`config.mk`:
```
export PLATFORM = sky130hd
export DESIGN_NAME = if_unit
export DESIGN_NICKNAME = d
export VERILOG_FILES = /design/src/rtl/if_unit.sv
export SDC_FILE = /design/constraint.sdc
export NUM_CORES = 1
export LEC_CHECK = 0
export CORE_MARGIN = 1.5
export CORE_UTILIZATION = 35
export DETAILED_ROUTE_END_ITERATION = 8
export GPL_TIMING_DRIVEN = 1
export PLACE_DENSITY_LB_ADDON = 0.08
export SETUP_SLACK_MARGIN = 0.5
export SLEW_MARGIN = 15
export SYNTH_ARGS = -nofsm -noshare
export SYNTH_HDL_FRONTEND = slang
export SYNTH_SLANG_ARGS = --single-unit
```
`constraint.sdc`:
```
create_clock -name clk -period 3.7 [get_ports clk]
set_clock_uncertainty 0.1 [all_clocks]
set_input_delay 0.925 -clock clk [delete_from_list [all_inputs] [get_ports clk]]
set_output_delay 0.925 -clock clk [all_outputs]
set_load 0.03 [all_outputs]
```
`src/rtl/if_unit.sv`:
```
// Instruction fetch unit: single-outstanding request to instruction memory,
// one-entry output buffer toward decode, redirect handling with response discard.
module if_unit #(
    parameter logic [31:0] RESET_PC = 32'h0000_0000
) (
    input  logic        clk,
    input  logic        rst_n,
    output logic        imem_req_valid,
    input  logic        imem_req_ready,
    output logic [31:0] imem_addr,
    input  logic        imem_rsp_valid,
    input  logic [31:0] imem_rsp_data,
    input  logic        redirect_valid,
    input  logic [31:0] redirect_pc,
    output logic        id_valid,
    input  logic        id_ready,
    output logic [31:0] id_instr,
    output logic [5:0]  id_op,
    output logic [5:0]  id_funct,
    output logic [31:0] id_pc,
    output logic [31:0] id_pc_plus4
);

    typedef enum logic [1:0] {
        ST_REQ,
        ST_WAIT,
        ST_DISCARD
    } state_t;

    state_t      state, state_nxt;
    logic [31:0] pc, pc_nxt;
    logic [31:0] inflight_pc, inflight_pc_nxt;
    logic        buf_valid, buf_valid_nxt;
    logic [31:0] buf_instr, buf_instr_nxt;
    logic [31:0] buf_pc, buf_pc_nxt;
    logic [31:0] buf_pc4, buf_pc4_nxt;
    logic        req_fire;

    always_ff @(posedge clk or negedge rst_n) begin
        if (!rst_n) begin
            state       <= ST_REQ;
            pc          <= RESET_PC;
            inflight_pc <= '0;
            buf_valid   <= 1'b0;
            buf_instr   <= '0;
            buf_pc      <= '0;
            buf_pc4     <= '0;
        end else begin
            state       <= state_nxt;
            pc          <= pc_nxt;
            inflight_pc <= inflight_pc_nxt;
            buf_valid   <= buf_valid_nxt;
            buf_instr   <= buf_instr_nxt;
            buf_pc      <= buf_pc_nxt;
            buf_pc4     <= buf_pc4_nxt;
        end
    end

    always_comb begin
        state_nxt       = state;
        pc_nxt          = pc;
        inflight_pc_nxt = inflight_pc;
        buf_valid_nxt   = buf_valid;
        buf_instr_nxt   = buf_instr;
        buf_pc_nxt      = buf_pc;
        buf_pc4_nxt     = buf_pc4;

        // Gated by rst_n so no request is flagged while reset is held.
        imem_req_valid = rst_n && (state == ST_REQ) && !redirect_valid
                         && (!buf_valid || id_ready);
        imem_addr      = pc & 32'hFFFF_FFFC;
        req_fire       = imem_req_valid && imem_req_ready;

        if (buf_valid && id_ready)
            buf_valid_nxt = 1'b0;

        if (redirect_valid) begin
            pc_nxt        = redirect_pc & 32'hFFFF_FFFC;
            buf_valid_nxt = 1'b0;
            // An outstanding request must still be drained before refetching.
            if (state != ST_REQ)
                state_nxt = imem_rsp_valid ? ST_REQ : ST_DISCARD;
        end else begin
            unique case (state)
                ST_REQ: begin
                    if (req_fire) begin
                        inflight_pc_nxt = imem_addr;
                        state_nxt       = ST_WAIT;
                    end
                end
                ST_WAIT: begin
                    if (imem_rsp_valid) begin
                        buf_valid_nxt = 1'b1;
                        buf_instr_nxt = imem_rsp_data;
                        buf_pc_nxt    = inflight_pc;
                        buf_pc4_nxt   = inflight_pc + 32'd4;
                        pc_nxt        = inflight_pc + 32'd4;
                        state_nxt     = ST_REQ;
                    end
                end
                ST_DISCARD: begin
                    if (imem_rsp_valid)
                        state_nxt = ST_REQ;
                end
                default: state_nxt = ST_REQ;
            endcase
        end
    end

    assign id_valid    = buf_valid;
    assign id_instr    = buf_instr;
    assign id_op       = buf_instr[31:26];
    assign id_funct    = buf_instr[5:0];
    assign id_pc       = buf_pc;
    assign id_pc_plus4 = buf_pc4;

endmodule

```
# After elaboration in Yosys (flattened, before gate mapping)
# Cells that the tools add are included.
totals:
  register_bits: 159
  latch_bits: 0
  mem_bits_rw: 0
  mem_bits_ro: 0
  input_bits: 70
  output_inout_bits: 142
  memories: 0
classes:
  add_sub_neg: 1
  mul: 0
  div_mod_pow: 0
  magnitude_cmp: 0
  eq_ne: 5
  shift: 0
  n_mux: 13
  bitwise_logic: 1
  n_reduce_logical: 17
ops:
  columns: ["op", "count"]
  rows:
  - ["$mux 32", 3]
  - ["$add 32x3->32 const B", 1]
  - ["$mux 2", 5]
  - ["$reduce_and 3->1", 3]
  - ["$reduce_bool 2->1", 3]
  - ["$logic_and 1x1->1", 5]
  - ["$mux 1", 4]
  - ["$pmux 2 s2", 1]
  - ["$ne 3x1->1 const B", 1]
  - ["$ne 3x3->1 const B", 1]
  - ["$eq 2x1->1 const B", 1]
  - ["$eq 2x2->1 const B", 1]
  - ["$logic_not 1->1", 2]
  - ["$logic_not 2->1", 1]
  - ["$ne 2x1->1 const B", 1]
  - ["$reduce_and 2->1", 1]
  - ["$reduce_or 2->1", 1]
  - ["$logic_or 1x1->1", 1]
  - ["$not 1->1", 1]

# Longest topological paths before layout
depth:
  ltp_word: 8
  mapped_depth: 9
  ltp_nobuf: 7

# Least setup slack after synthesis
# No wires, ideal clock.
synth_path:
  path_kind: "input port to output port"
  from: "in redirect_valid"
  to: "out imem_req_valid"
  arrival_time_ps: 1804
  t_required_ps: 2675
  slack_ps: 871
  cell_stages: 4
  path_buffers: 2
  path_cell_list: "clkbuf_1 > inv_1 > clkbuf_1 > and3_1"
synth_via:
  elab_chain_len: 3
synth_lines:
  columns: ["item", "line", "rtl"]
  rows:
  - ["from (decl)", "13", "input logic redirect_valid,"]
  - ["$logic_not 1->1", "69", "imem_req_valid = rst_n && (state == ST_REQ) && !redirect_valid"]
  - ["$logic_and 1x1->1", "69", null]
  - ["$logic_and 1x1->1", "70", "&& (!buf_valid || id_ready);"]
  - ["to (decl)", "8", "output logic imem_req_valid,"]
# Every way passes these cells.

# Worst setup path after layout
layout_path:
  from: "in id_ready"
  to: "out imem_req_valid"
layout_via:
  elab_chain_len: 2
layout_lines:
  columns: ["item", "line", "rtl"]
  rows:
  - ["from (decl)", "16", "input logic id_ready,"]
  - ["$logic_or 1x1->1", "70", null]
  - ["$logic_and 1x1->1", "70", null]
# Every way passes these cells.

==> metrics <==
Least-Margin Pin Slew=about 0.90 ns; Area contributors post-synth=dfrtp_1, nand2_1, mux2_2; VDD IR-drop max=about 0.0004 V; library cells used by synthesis=41; CTS max path bufs=2; diode count=0; htree depth=4; vias per cell=between 4 and 5; startpoint class of the critical path=input port; Syn Inst Count=about 700; Antenna Violating Nets Remaining=0; post-synthesis async set-or-reset flop share=1.00; CTS Buf Count=17; dpl ws=around 0.68 ns; PnR worst setup slack=approximately 0.85 ns; Area Growth Syn to Fin=42.5%; NumNets Final=about 940; io pins=around 210; CTS tree=done; PD cells=~900 nW/µm²; worst path arrival time=about 1.8 ns; vias in the first global route=around 5400; Leak=4.37 nW; vias post-DR=around 5500; final WL=around 18000 µm; number of rows in the core area=50; Final Cycle Share=0.769; GRT Total Usage=0.192; first-pass GRT wire length=29800 µm; Yosys warning count=0; Synth Register Bits=approximately 160; WL/cell=16.1 µm; critical path capture point type=output port; CTS Hold Bufs=0; Post-synth EDFFs=0; CTS resizes=0; Initial Util=0.359; core area=about 19000 µm²; iteration count of the initial detailed-routing pass=5; Setup-failing EPs final=0; Hold Vio Cnt, Final=0; Die ar.=20200 µm²; largest net degree at the start of global routing=71; antenna violations before repair=0; WS Path Type=input port to output port; TNS Setup=0 ns; crit path max fanout=3; DRT iter0 DRCs=~330; DP Wirelength=between 10000 and 15000 µm; Rel. slew slack=0.402; Cell Area, Synth=~6800 µm²; # fillers=approximately 1700; ys flop type=dfrtp_1; gp weighted congestion=0.766; critical path required time=2.67 ns; setup repair bufs after CTS=0; outcome=completed; Seq/Total Area, Yosys=0.573; Root Driver=clkbuf_16; Tmin final=2.85 ns; fraction of layout cells with a size suffix above 1=0.102; die width=about 140 µm; Max-Cap Viols=0; clock latency on the worst-skew pair=0.43 ns; Sinks on Clock Net=roughly 160; RSZ-0062 raised after global routing=no; I/O Buffers=approximately 200; die extent in y=around 140 µm; clock-pin slew on the worst setup and hold paths=0.06 ns; worst hold path class=input port to asynchronous set/reset pin; syn_area_per_cell=roughly 9.9 µm²; Pins Over Slew Limit=0; Yosys top cell area share=0.573; largest area contributor in the netlist=dfrtp_1; DRC violations left=0; GR Overflow Total=0; Max Clk Rate=between 300 and 400 MHz
-- sequential cells by signal, summed over array words and instances, names as in the netlist --
| name | flops |
|---|---|
| id_valid | 1 |
| inflight_pc | 30 |
| pc | 30 |
| state | 2 |
| id_pc_plus4 | 30 |
| id_pc | 30 |
| id_instr | 32 |
-- per-stage QoR --
| stage | instances | total power, W | cell area [µm²] | hold WS (ns) | utilization |
|---|---|---|---|---|---|
| finish | 1139 | 0.00866 | 9640 | 0.292 | 0.512 |
| detailed placement | 1107 | 0.00666 | 8950 | 0.361 | 0.475 |
| global route | 1139 | 0.00918 | 9640 | 0.302 | 0.512 |
| CTS | 1139 | 0.00875 | 9640 | 0.287 | 0.512 |
| global placement | 1107 | 0.00660 | 8950 | 0.360 | 0.475 |
| floorplan | 690 | 0.00509 | 6780 | 0.389 | - |
-- layout by cell type, fill, tap and decap left out, types with 4 or more instances in the layout --
master / n
a21oi_1: 13
and3_1: 10
buf_4: 8
bufinv_16: 7
clkbuf_16: 17
clkdlybuf4s50_1: 200
conb_1: 6
dfrtp_1: 155
inv_1: 8
mux2_2: 32
nand2_1: 259
nand3_1: 13
nand4_1: 7
nor2_1: 8
nor4_1: 5
o21ai_0: 40
o21ai_1: 7
o221ai_1: 11
o221ai_2: 4
xnor2_1: 12
xor2_1: 15
-- routing by layer --
layer  vias up  wire length, µm  global-route usage
li1       2613                -                   -
met1      2667             8500               0.262
met2       176             8440               0.301
met3        22             1040              0.0431
met4         0              326              0.0678
met5         -                0                   0
-- area by class of cell --
cell class / instances / area, µm² / area share
tap: 260 / 325 / 0.0337
inverter: 8 / 30.0 / 0.00311
multi-input combinational: 472 / 2590 / 0.269
clock buffer: 17 / 425 / 0.0441
sequential: 155 / 3880 / 0.402
timing repair buffer: 212 / 2120 / 0.220
clock inverter: 15 / 270 / 0.0280
-- critical path: stages --
cell	delay, ns
clkdlybuf4s50_1	0.44
nand2b_1	0.13
and3_1	0.17
buf_4	0.16
-- cell families (layout without fill, tap and decap cells) --
kind of cell               after synthesis  in the layout  synth area share
and+or+nand+nor                        321            321             0.207
xor gates and xnor gates                27             27            0.0350
buffers and inverters                   63            252            0.0481
muxes                                   34             34            0.0562
other                                    1              6          0.000554
AOI/OAI and AO/OA                       81             81            0.0747
DFF                                    155            155             0.573
adders and majority gates                3              3           0.00555
-- synth_stat cells (4+ instances only) --
master	number
a21oi_1	13
and3_1	10
buf_2	11
buf_4	18
clkbuf_1	22
dfrtp_1	155
inv_1	8
mux2_2	32
nand2_1	260
nand3_1	13
nand4_1	7
nor2_1	9
nor4_1	5
o21ai_0	40
o21ai_1	7
o221ai_1	11
o221ai_2	4
xnor2_1	12
xor2_1	15
-- path summary, 6_finish.rpt --
check | startpoint | end | slack (ns) | cells after the start
worst max-delay path | id_ready | imem_req_valid | 0.85 | 4
worst min-delay path | rst_n | id_pc[7] | 0.29 | 1
worst max register to register | state[0] | pc[16] | 1.45 | 5
worst min register to register | id_pc[6] | id_pc[6] | 0.37 | 2
max in group asynchronous | rst_n | id_instr[27] | 2.00 | 2
min in group clk | id_pc[6] | id_pc[6] | 0.37 | 2
-- power by group --
group / internal, W / total [W] / leakage, nW / switching (W)
combinational: 0.00152 / 0.00364 / 2.06 / 0.00212
sequential: 0.00238 / 0.00297 / 1.98 / 0.000589
clock: 0.00134 / 0.00205 / 0.333 / 0.000718
(Power assumes the default switching activity.)
